==> src/rtl/approx_mon_pkg.sv <==
// Shared definitions for the approximate-arithmetic error monitor:
// FSM state encoding and a saturating accumulator helper.
package approx_mon_pkg;

    typedef enum logic [1:0] {
        IDLE   = 2'd0,
        RUN    = 2'd1,
        REPORT = 2'd2
    } state_t;

    // Saturating add clamped to an accumulator of 'width' bits (width <= 64).
    function automatic logic [63:0] sat_add(input logic [63:0] acc,
                                            input logic [63:0] inc,
                                            input int unsigned width);
        logic [64:0] sum;
        logic [64:0] limit;
        sum   = {1'b0, acc} + {1'b0, inc};
        limit = (65'd1 << width) - 65'd1;
        return (sum > limit) ? limit[63:0] : sum[63:0];
    endfunction

endpackage

==> src/rtl/approx_error_monitor_abs_diff.sv <==
// Combinational unsigned magnitude |a - b|, always fits in WIDTH bits.
module abs_diff #(
    parameter int WIDTH = 8
) (
    input  logic [WIDTH-1:0] a,
    input  logic [WIDTH-1:0] b,
    output logic [WIDTH-1:0] diff
);

    assign diff = (a >= b) ? (a - b) : (b - a);

endmodule

==> src/rtl/approx_error_monitor.sv <==
// Collects error statistics between exact and approximate results over a
// window of samples and hands them out through a valid/ready report port.
module approx_error_monitor
    import approx_mon_pkg::*;
#(
    parameter int WIDTH  = 8,
    parameter int WINDOW = 256,
    parameter int ACC_W  = 32
) (
    input  logic                        clk,
    input  logic                        rst_n,
    input  logic                        start,
    input  logic                        in_valid,
    output logic                        in_ready,
    input  logic [WIDTH-1:0]            exact_res,
    input  logic [WIDTH-1:0]            approx_res,
    output logic                        rep_valid,
    input  logic                        rep_ready,
    output logic [$clog2(WINDOW+1)-1:0] err_count,
    output logic [ACC_W-1:0]            sum_abs_err,
    output logic [WIDTH-1:0]            max_abs_err,
    output logic                        busy
);

    localparam int CNT_W = $clog2(WINDOW + 1);
    localparam logic [CNT_W-1:0] WIN = CNT_W'(WINDOW);

    state_t           state;
    logic [CNT_W-1:0] sample_cnt;
    logic [WIDTH-1:0] diff;
    logic [WIDTH-1:0] d1;
    logic             d1_v;
    logic             accept;
    logic [ACC_W-1:0] sum_next;

    abs_diff #(.WIDTH(WIDTH)) u_abs_diff (
        .a    (exact_res),
        .b    (approx_res),
        .diff (diff)
    );

    assign in_ready = (state == RUN) && (sample_cnt < WIN);
    assign accept   = in_valid && in_ready;
    assign sum_next = ACC_W'(sat_add(64'(sum_abs_err), 64'(d1), ACC_W));

    // Once the last sample is in, in_ready drops, so the edge that sees
    // sample_cnt==WIN also drains stage 2: stats are final on entering REPORT.
    always_ff @(posedge clk or negedge rst_n) begin
        if (!rst_n) begin
            state       <= IDLE;
            sample_cnt  <= '0;
            d1          <= '0;
            d1_v        <= 1'b0;
            err_count   <= '0;
            sum_abs_err <= '0;
            max_abs_err <= '0;
            rep_valid   <= 1'b0;
            busy        <= 1'b0;
        end else begin
            d1_v <= accept;
            if (accept) begin
                d1         <= diff;
                sample_cnt <= sample_cnt + CNT_W'(1);
            end

            if (d1_v) begin
                if (d1 != '0) begin
                    err_count <= err_count + CNT_W'(1);
                end
                sum_abs_err <= sum_next;
                if (d1 > max_abs_err) begin
                    max_abs_err <= d1;
                end
            end

            case (state)
                IDLE: begin
                    if (start) begin
                        err_count   <= '0;
                        sum_abs_err <= '0;
                        max_abs_err <= '0;
                        sample_cnt  <= '0;
                        busy        <= 1'b1;
                        state       <= RUN;
                    end
                end
                RUN: begin
                    if (sample_cnt == WIN) begin
                        rep_valid <= 1'b1;
                        state     <= REPORT;
                    end
                end
                REPORT: begin
                    if (rep_ready) begin
                        rep_valid <= 1'b0;
                        busy      <= 1'b0;
                        state     <= IDLE;
                    end
                end
                default: begin
                    rep_valid <= 1'b0;
                    busy      <= 1'b0;
                    state     <= IDLE;
                end
            endcase
        end
    end

endmodule
==> config.mk <==
export PLATFORM = sky130hd
export DESIGN_NAME = approx_error_monitor
export DESIGN_NICKNAME = d
export VERILOG_FILES = /design/src/rtl/approx_mon_pkg.sv /design/src/rtl/approx_error_monitor_abs_diff.sv /design/src/rtl/approx_error_monitor.sv
export SDC_FILE = /design/constraint.sdc
export NUM_CORES = 1
export LEC_CHECK = 0
export ABC_AREA = 1
export CAP_MARGIN = 20
export CORE_ASPECT_RATIO = 0.5
export CORE_UTILIZATION = 40
export DETAILED_ROUTE_END_ITERATION = 7
export HOLD_SLACK_MARGIN = 0.05
export SLEW_MARGIN = 20
export SYNTH_ARGS = -nofsm -noshare
export SYNTH_HDL_FRONTEND = slang
export SYNTH_SLANG_ARGS = --single-unit
==> constraint.sdc <==
create_clock -name clk -period 3 [get_ports clk]
set_clock_uncertainty 0.2 [all_clocks]
set_input_delay 0.75 -clock clk [delete_from_list [all_inputs] [get_ports clk]]
set_output_delay 0.75 -clock clk [all_outputs]
set_load 0.03 [all_outputs]
==> results.py, run 1 <==
metrics = {
    "route": {
        "drc_errors": 0,
        "drt-initial-drc-count": 292,
        "via_per_inst": 4.866,
        "firstDrtPassIters": 6,
        "dr_total_vias": 5080,
        "routed_wl_um": 13540,
        "ant_nets": 0,
        "post_drt_wl_per_cell_um": 12.97,
    },
    "timing": {
        "fin_hold_ws_ns": 0.2214,
        "max_slew.worst_pin.slew_ns": 0.6007,
        "hold_viol": 0,
        "setup_viol": 0,
        "max_freq_mhz": 378.4,
        "period_needed_ns": 2.643,
        "slew_viol_final": 0,
        "rsz0062_at_grt": "no",
        "fin_tns_setup_ns": 0,
        "slew_headroom_pct": 59.96,
        "period_share_pct": 88.09,
    },
    "placement": {
        "io_buffers": 72,
        "hpwlAfterDp_um": 10290,
        "routabilityCongestion": 0.9000,
    },
    "critical_path": {
        "setup.worst_path.start": "state[1]",
        "crit_fanout": 4,
        "arrival_ns": 1.69,
        "critical_path.startpoint_type": "register",
        "ff2ff_setup_slack_ns": 0.42,
        "critPathBufInv": 2,
        "critical_path.max_stage_delay_ns": 0.67,
        "reg2reg_depth": 13,
        "endpoint": "in_ready",
        "r2r_end": "sum_abs_err[24]",
        "path_cells": "inv_1 > nand2_1 > nor2_2 > clkdlybuf4s50_1",
        "r2r_start": "d1[0]",
        "critPathSlowestCell": "clkdlybuf4s50_1",
        "critPathCaptureType": "output port",
        "required_ns": 2.05,
        "crit_type": "reg -> out",
        "cp_top_family": "buffers and inverters",
        "cp_num_cells": 4,
    },
    "power_and_ir_drop": {
        "netSwitchingFraction_pct": 48.19,
        "cellInternalPower_uw": 4011,
        "comb_power_share_pct": 57.3,
        "peakVddDrop_uv": 373.1,
        "p_leak_uw": 0.003478,
        "power_frac_clock_pct": 17.3,
        "switching_power_uw": 3730,
        "power_density_nw_per_um2": 1139,
        "seq_power_share_pct": 25.4,
    },
    "clock_tree": {
        "cts-root-buf": "clkbuf_16",
        "htreeDepth": 3,
        "cts_tree": "done",
        "cts_setup_buffers": 0,
        "cts_resized": 0,
        "postCtsHoldBufs": 0,
        "clock_latency_ns": 0.34,
        "cts_buffers": 9,
        "cts_max_path_buffers": 2,
        "clkTransAtPathRegs_ns": 0.06,
        "cts_sinks": 71,
    },
    "die": {
        "die_w_um": 167.2,
        "dieArea_um2": 14150,
        "core_region_area_um2": 12990,
        "rows": 29,
        "top_level_ports": 73,
        "fp.dieH_um": 84.62,
        "start_util_pct": 42.03,
    },
    "synth": {
        "synth_enable_flop_cells": 0,
        "ys_seq_area_share_pct": 32.54,
        "synthArstFlopShare_pct": 100.0,
        "synth_top_family_by_area": "simple AND/OR/NAND/NOR gates",
        "synth-seq-cells": 71,
        "synth-xor-area-share_pct": 4.491,
        "synth_compound_area_share_pct": 11.50,
        "syn_area_um2": 5460,
        "netlist_instances": 793,
        "yosysWarnings": 0,
        "avgSynthCellArea_um2": 6.886,
        "synthAdderAreaFrac_pct": 8.891,
        "syn_nets": 851,
        "synth.distinct_cells": 40,
        "synth_ff_type": "dfrtp_1",
        "synth.area.mux_share_pct": 0,
        "yosys.area_share.simple_pct": 31.00,
    },
    "global_route": {
        "grt-ovfl-total": 0,
        "grt_pass1_vias": 4903,
        "grt_antenna_before_repair": 0,
        "grt_max_degree": 51,
        "grt_pass1_wl_um": 23550,
        "track_usage_pct": 20.51,
    },
    "run_status": {
        "status": "completed",
    },
    "hold_path": {
        "hold_class": "in -> async",
    },
    "cells_and_area": {
        "antennaDiodeCount": 0,
        "layout-drive-gt1-share_pct": 6.407,
        "nets": 927,
        "syn2layout_area_growth_pct": 24.52,
    },
    "run": {
        "maxCapViolations": 0,
    },
}
==> stage by stage <==
| stage | cells | util, % | total power (µW) | setup WS [ns] | area, µm² |
|---|---|---|---|---|---|
| after global placement | 1028 | 49.49 | 6361 | 0.08237 | 6429 |
| final | 1044 | 52.34 | 7742 | 0.3572 | 6799 |
| after CTS | 1044 | 52.34 | 7796 | 0.3381 | 6799 |
| after global routing | 1044 | 52.34 | 8400 | 0.2286 | 6799 |
| after floorplan | 793 | - | 4918 | 0.5642 | 5460 |
| after detailed placement | 1028 | 49.49 | 6423 | 0.05128 | 6429 |
==> synthesized netlist by cell type (3+ instances only) <==
master	number	area, µm²
ha_1	34	425.4
fa_1	3	60.06
inv_1	133	499.2
nand2_1	197	739.5
a31oi_1	9	56.30
clkbuf_1	10	37.54
xnor2_1	9	78.83
o21ai_1	5	25.02
nand4_1	21	131.4
o21ai_0	35	175.2
xor2_1	19	166.4
a21oi_1	51	255.2
buf_2	8	40.04
nor3_2	3	30.03
dfrtp_1	71	1777
nor3_1	10	50.05
nor2_1	67	251.5
nand3_1	69	345.3
nor2_2	5	31.28
inv_2	5	18.77
==> power by group through the flow <==
stage                     clock network [µW]  registers [µW]  logic [µW]
after floorplan                            0            2460        2460
after global placement                     0            1980        4380
after detailed placement                   0            1980        4440
after CTS                               1360            1970        4460
after global routing                    1410            2040        4950
final                                   1340            1970        4430
==> cells in the final DEF, fill, tap and decap left out, types with 2 or more instances in the layout <==
| cell type | synthesis | layout |
|---|---|---|
| o21ai_1 | 5 | 5 |
| nor3_1 | 10 | 10 |
| a21oi_1 | 51 | 51 |
| nand2_2 | 2 | 2 |
| a31oi_1 | 9 | 9 |
| nand3_1 | 69 | 69 |
| xnor2_1 | 9 | 9 |
| clkbuf_16 | 0 | 9 |
| a31oi_2 | 2 | 2 |
| a211oi_1 | 2 | 2 |
| xor2_1 | 19 | 19 |
| nand3b_1 | 2 | 2 |
| buf_12 | 0 | 3 |
| clkinv_4 | 0 | 2 |
| nor2_2 | 5 | 5 |
| ha_1 | 34 | 34 |
| o21ai_0 | 35 | 35 |
| dfrtp_1 | 71 | 71 |
| nor2_1 | 67 | 67 |
| nor3_2 | 3 | 3 |
| fa_1 | 3 | 3 |
| nand3_2 | 2 | 2 |
| clkdlybuf4s50_1 | 0 | 71 |
| inv_2 | 5 | 5 |
| o21a_1 | 2 | 2 |
| nand2_1 | 197 | 197 |
| a21boi_0 | 2 | 2 |
| buf_4 | 0 | 12 |
| inv_1 | 133 | 133 |
| bufinv_16 | 0 | 4 |
| nand4_1 | 21 | 21 |
==> logic make-up (layout without fill, tap and decap cells) <==
group                      after synthesis  in the layout
xor gates and xnor gates                28             28
DFF                                     71             71
and+or+nand+nor                        383            383
adders and majority gates               37             37
buffers and inverters                  161            242
AOI/OAI and AO/OA                      113            113
==> registers in the layout, indices dropped and copies added (netlist names) <==
register / flops
d1_v: 1
max_abs_err: 8
rep_valid: 1
sample_cnt: 9
state: 2
busy: 1
d1: 8
sum_abs_err: 32
err_count: 9
==> worst min-delay path by stage <==
stage | from | end | slack [ns] | depth (start not counted)
final | rst_n | d1[2] | 0.22 | 1
after global placement | rep_valid | rep_valid | 0.28 | 2
after detailed placement | rep_valid | rep_valid | 0.29 | 2
after floorplan | rst_n | busy | 0.25 | 0
after CTS | rst_n | sample_cnt[3] | 0.24 | 1
after global routing | rst_n | sample_cnt[3] | 0.25 | 1
==> area by class of cell <==
cell class	count	area, µm²
clock buffer	9	225.2
clock inverter	7	145.1
fill	1294	6191
inverter	139	521.8
multi-input combinational	561	3052
sequential	71	1777
tap	170	212.7
timing repair buffer	87	865.8
==> per-layer routing <==
layer | wire length, µm | global-route usage (%) | vias to the layer above | share of wire, %
li1 | - | - | 2688 | -
met1 | 6754 | 27.36 | 2293 | 50
met2 | 6249 | 34.73 | 92 | 46
met3 | 433 | 3.583 | 7 | 3.2
met4 | 106 | 5.004 | 0 | 0.78
met5 | 0 | 0 | - | 0
==> worst reg2reg max path, cell delays in order (launching register included) <==
cell     delay, ns
dfrtp_1       0.41
ha_1          0.22
inv_1         0.06
fa_1          0.40
inv_1         0.09
nand3_1       0.07
nand3_1       0.16
nand2_2       0.10
nand2_4       0.11
nand4_4       0.20
buf_4         0.29
nand3_1       0.11
nand2_1       0.05
inv_1         0.05
Note: power is estimated with default switching activity, not from simulation.
==> run 2, diff against run 1 <==
--- a/config.mk
+++ b/config.mk
@@ -8,9 +8,11 @@
 export ABC_AREA = 1
 export CAP_MARGIN = 20
 export CORE_ASPECT_RATIO = 0.5
-export CORE_UTILIZATION = 40
+export CORE_UTILIZATION = 56
 export DETAILED_ROUTE_END_ITERATION = 7
 export HOLD_SLACK_MARGIN = 0.05
+export PLACE_DENSITY = 0.81
+export SKIP_CTS_REPAIR_TIMING = 1
 export SLEW_MARGIN = 20
 export SYNTH_ARGS = -nofsm -noshare
 export SYNTH_HDL_FRONTEND = slang
==> results.py, run 2 (same netlist as run 1, synthesis figures left out) <==
metrics = {
    "power_and_ir_drop": {
        "switching_power_uw": 3702,
        "power_density_nw_per_um2": 1116,
        "p_leak_uw": 0.003415,
        "seq_power_share_pct": 26.4,
        "peakVddDrop_uv": 487.0,
        "netSwitchingFraction_pct": 50.09,
        "power_frac_clock_pct": 13.4,
        "cellInternalPower_uw": 3688,
        "design_power_total_uw": 7391,
        "comb_power_share_pct": 60.2,
    },
    "placement": {
        "dpl_worst_slack_ns": 0.01732,
        "routabilityCongestion": 0.9002,
        "place_area_um2": 6352,
        "hpwlAfterDp_um": 10240,
        "io_buffers": 72,
    },
    "cells_and_area": {
        "top_register": "sum_abs_err",
        "syn2layout_area_growth_pct": 21.33,
        "most-common-layout-cells": "nand2_1 (197), inv_1 (133), dfrtp_1 (71), clkdlybuf4s50_1 (71), nand3_1 (69)",
        "postLayoutCoreUtil_pct": 70.13,
        "final_common_cell": "nand2_1",
        "nets": 926,
        "final_area_um2": 6625,
        "largest_register_ffs": 32,
        "n_fill_cell": 844,
        "antennaDiodeCount": 0,
        "layout-drive-gt1-share_pct": 6.085,
        "multi_input_area_um2": 3052,
        "reg.largest.list": "sum_abs_err (32), err_count (9), sample_cnt (9)",
        "seq_area_um2": 1777,
    },
    "timing": {
        "period_share_pct": 88.18,
        "slew_viol_final": 0,
        "layout_setup_ws_ns": 0.3545,
        "period_needed_ns": 2.645,
        "rsz0062_at_grt": "no",
        "setup_viol": 0,
        "max_slew.worst_pin.slew_ns": 0.9802,
        "max_freq_mhz": 378.0,
        "hold_viol": 0,
        "slew_headroom_pct": 34.22,
        "fin_tns_setup_ns": 0,
    },
    "clock_tree": {
        "clock_latency_ns": 0.34,
        "htreeDepth": 3,
        "clkTransAtPathRegs_ns": 0.06,
        "cts-root-buf": "clkbuf_16",
        "cts_buffers": 9,
        "cts_max_path_buffers": 2,
        "cts_tree": "done",
        "cts_sinks": 71,
    },
    "critical_path": {
        "critical_path.startpoint_type": "register",
        "crit_fanout": 4,
        "critical_path.max_stage_delay_ns": 0.67,
        "crit_type": "reg -> out",
        "critPathSlowestCell": "clkdlybuf4s50_1",
        "required_ns": 2.05,
        "reg2reg_depth": 13,
        "arrival_ns": 1.70,
        "r2r_end": "sum_abs_err[19]",
        "r2r_start": "d1[0]",
        "ff2ff_setup_slack_ns": 0.42,
        "path_cells": "inv_1 > nand2_1 > nor2_2 > clkdlybuf4s50_1",
        "critPathCaptureType": "output port",
    },
    "route": {
        "routed_wl_um": 13490,
        "via_per_inst": 5.276,
        "drt-initial-drc-count": 337,
        "dr_total_vias": 5308,
        "ant_nets": 0,
        "drc_errors": 0,
        "firstDrtPassIters": 5,
        "post_drt_wl_per_cell_um": 13.41,
    },
    "die": {
        "top_level_ports": 73,
        "dieArea_um2": 10170,
        "start_util_pct": 57.80,
        "die_w_um": 141.6,
        "fp.dieH_um": 71.83,
        "core_region_area_um2": 9447,
        "rows": 25,
    },
    "global_route": {
        "met3_usage_pct": 4.479,
        "track_usage_pct": 29.03,
        "grt_max_degree": 51,
        "grt_pass1_vias": 5257,
        "grt_pass1_wl_um": 23430,
        "grt_use_met2_pct": 54.46,
        "grt_busiest_layer": "met2",
        "grt-ovfl-total": 0,
        "grt_use_met1_pct": 35.18,
        "grt_antenna_before_repair": 0,
    },
    "hold_path": {
        "hold_class": "in -> async",
    },
    "run": {
        "maxCapViolations": 0,
    },
    "run_status": {
        "status": "completed",
    },
}
==> run 2: cell types whose count changed in the layout (fill, tap and decap cells not counted) <==
cell | before | now
buf_12 | 3 | 1
buf_4 | 12 | 13
bufinv_16 | 4 | 0
clkbuf_8 | 0 | 2
clkinv_2 | 0 | 1
clkinv_4 | 2 | 0
clkinvlp_4 | 1 | 2
==> run 2: layout make-up <==
cell class / count / area share, %
tap: 135 / 2.550
inverter: 139 / 7.875
clock inverter: 3 / 0.3022
multi-input combinational: 561 / 46.06
sequential: 71 / 26.82
timing repair buffer: 86 / 12.58
clock buffer: 11 / 3.815
==> run 2: power by group through the flow <==
stage                     Clock, µW  Combinational, µW  Sequential (µW)
after CTS                      1000               4450             1950
after global routing           1040               4960             2010
after floorplan                   0               2460             2460
after global placement            0               4300             1940
after detailed placement          0               4420             1960
final                           991               4450             1950
==> run 2: worst max path at each step <==
| stage | startpoint | end | slack [ns] |
|---|---|---|---|
| global placement | exact_res[6] | d1[6] | 0.08 |
| floorplan | exact_res[0] | d1[5] | 0.56 |
| CTS | state[1] | in_ready | 0.34 |
| detailed placement | exact_res[0] | d1[7] | 0.02 |
| finish | state[1] | in_ready | 0.35 |
| global route | exact_res[5] | d1[5] | 0.16 |
==> run 2: per-layer routing <==
layer	up-vias	part of all wire [%]
li1	2677	-
met1	2494	45
met2	123	50
met3	14	3.7
met4	0	1.1
met5	-	0
==> run 2: critical path, delay by kind of cell, from the launching register on <==
family	cells	cell delay (ns)
buffers and inverters	2	0.76
flip-flops	1	0.37
AND/OR/NAND/NOR	2	0.22
==> run 2: stage by stage <==
stage	hold WS (ns)	cells
global route	0.2715	1006
global placement	0.2730	992
floorplan	0.2544	793
detailed placement	0.2801	992
finish	0.2216	1006
CTS	0.2414	1006
==> run 3, diff against run 2 <==
--- a/config.mk
+++ b/config.mk
@@ -8,10 +8,11 @@
 export ABC_AREA = 1
 export CAP_MARGIN = 20
 export CORE_ASPECT_RATIO = 0.5
-export CORE_UTILIZATION = 56
+export CORE_UTILIZATION = 60
 export DETAILED_ROUTE_END_ITERATION = 7
+export DONT_BUFFER_PORTS = 1
 export HOLD_SLACK_MARGIN = 0.05
-export PLACE_DENSITY = 0.81
+export PLACE_DENSITY = 0.76
 export SKIP_CTS_REPAIR_TIMING = 1
 export SLEW_MARGIN = 20
 export SYNTH_ARGS = -nofsm -noshare
==> results.py, run 3 (same netlist as run 1, synthesis figures left out) <==
metrics = {
    "global_route": {
        "grt_max_degree": 72,
        "grt_pass1_wl_um": 21760,
        "grt-ovfl-total": 0,
        "track_usage_pct": 29.28,
        "grt_antenna_before_repair": 0,
        "grt_pass1_vias": 4743,
    },
    "clock_tree": {
        "cts-root-buf": "clkbuf_16",
        "htreeDepth": 3,
        "cts_tree": "done",
        "cts_buffers": 9,
        "cts_max_path_buffers": 2,
        "clkTransAtPathRegs_ns": 0.06,
        "clock_latency_ns": 0.34,
        "cts_sinks": 71,
    },
    "cells_and_area": {
        "final_common_cell": "nand2_1",
        "syn2layout_area_growth_pct": 8.914,
        "postLayoutCoreUtil_pct": 67.82,
        "reg.largest.list": "sum_abs_err (32), err_count (9), sample_cnt (9)",
        "multi_input_area_um2": 3052,
        "antennaDiodeCount": 0,
        "largest_register_ffs": 32,
        "most-common-layout-cells": "nand2_1 (197), inv_1 (133), dfrtp_1 (71), nand3_1 (69), nor2_1 (67)",
        "layout-drive-gt1-share_pct": 6.625,
        "n_fill_cell": 806,
        "top_register": "sum_abs_err",
        "seq_area_um2": 1777,
        "nets": 853,
        "finish.cell_count_without_fillers": 917,
    },
    "critical_path": {
        "setup.worst_path.start": "d1[0]",
        "crit_fanout": 9,
        "critical_path.startpoint_type": "register",
        "critPathCaptureType": "register",
        "required_ns": 3.03,
        "r2r_start": "d1[0]",
        "crit_type": "reg -> reg",
        "arrival_ns": 2.51,
    },
    "route": {
        "ant_nets": 0,
        "firstDrtPassIters": 5,
        "post_drt_wl_per_cell_um": 14.32,
        "dr_total_vias": 5022,
        "via_per_inst": 5.477,
        "drt-initial-drc-count": 311,
        "drc_errors": 0,
        "routed_wl_um": 13130,
    },
    "timing": {
        "period_needed_ns": 2.478,
        "hold_viol": 0,
        "fin_tns_setup_ns": 0,
        "period_share_pct": 82.59,
        "rsz0062_at_grt": "no",
        "slew_headroom_pct": 66.48,
        "setup_viol": 0,
        "slew_viol_final": 0,
        "fin_hold_ws_ns": 0.06351,
        "max_freq_mhz": 403.6,
        "max_slew.worst_pin.slew_ns": 0.5028,
    },
    "die": {
        "rows": 24,
        "core_region_area_um2": 8768,
        "start_util_pct": 62.27,
        "top_level_ports": 73,
        "die_w_um": 136.9,
        "fp.dieH_um": 69.46,
        "dieArea_um2": 9509,
    },
    "power_and_ir_drop": {
        "p_leak_uw": 0.003160,
        "power_density_nw_per_um2": 1171,
        "peakVddDrop_uv": 648.7,
    },
    "placement": {
        "io_buffers": 0,
        "dp_cells": 900,
        "routabilityCongestion": 0.9150,
        "hpwlAfterDp_um": 9478,
    },
    "run_status": {
        "status": "completed",
    },
    "run": {
        "maxCapViolations": 0,
    },
    "hold_path": {
        "hold_class": "in -> async",
    },
}
-- run 3: cell count changes in the layout (fill, tap and decap cells not counted), sizes merged --
| cell | previous run | this run |
|---|---|---|
| clkbuf | 11 | 10 |
| bufinv | 0 | 2 |
| clkinvlp | 2 | 1 |
| clkinv | 2 | 4 |
| buf | 15 | 13 |
| clkdlybuf4s50 | 71 | 0 |
-- run 3: stage by stage --
step	setup WS, ns	power (µW)	area [µm²]
after floorplan	0.5642	4918	5460
after global placement	0.4696	5618	5587
after detailed placement	0.4156	5711	5587
after CTS	0.5357	6940	5919
after global routing	0.2815	7525	5947
final	0.5224	6965	5947
-- run 3: report_power, final --
group	switching (µW)	internal (µW)	total, µW
clock network	432	754	1190
registers	1190	1390	2580
logic	2050	1150	3200
total	3670	3300	6960
-- run 3: cell type report --
type,instances,share of cell area [%]
Sequential cell,71,29.88
Clock buffer,10,4.019
Inverter,139,8.773
Timing Repair Buffer,13,1.978
Tap cell,117,2.462
Clock inverter,6,1.578
Multi-Input combinational cell,561,51.32
-- run 3: metal layers --
metal | track usage, % | vias up | share of wire [%]
li1 | - | 2544 | -
met1 | 37.32 | 2328 | 46
met2 | 49.29 | 137 | 46
met3 | 7.529 | 13 | 5.9
met4 | 7.814 | 0 | 1.2
met5 | 0 | - | 0
-- run 3: worst paths after layout --
kind                                   end  slack (ns)  depth (start not counted)
max                        sum_abs_err[18]        0.52                         13
min                        sum_abs_err[28]        0.06                          1
max reg2reg                sum_abs_err[18]        0.52                         13
min reg2reg                  sample_cnt[8]        0.36                          2
max in group asynchronous  sum_abs_err[15]        2.20                          1
min in group clk             sample_cnt[8]        0.36                          2
-- run 3: critical path: stages, from the launching register on --
cell and delay, ns:
dfrtp_1 0.38, ha_1 0.21, inv_1 0.06, fa_1 0.40, inv_1 0.09, nand3_1 0.06
nand3_1 0.14, nand3_1 0.09, nand2_1 0.30, nand3_1 0.11, nand2_1 0.09, nand3_1 0.08
nor2_1 0.10, nor2_1 0.05
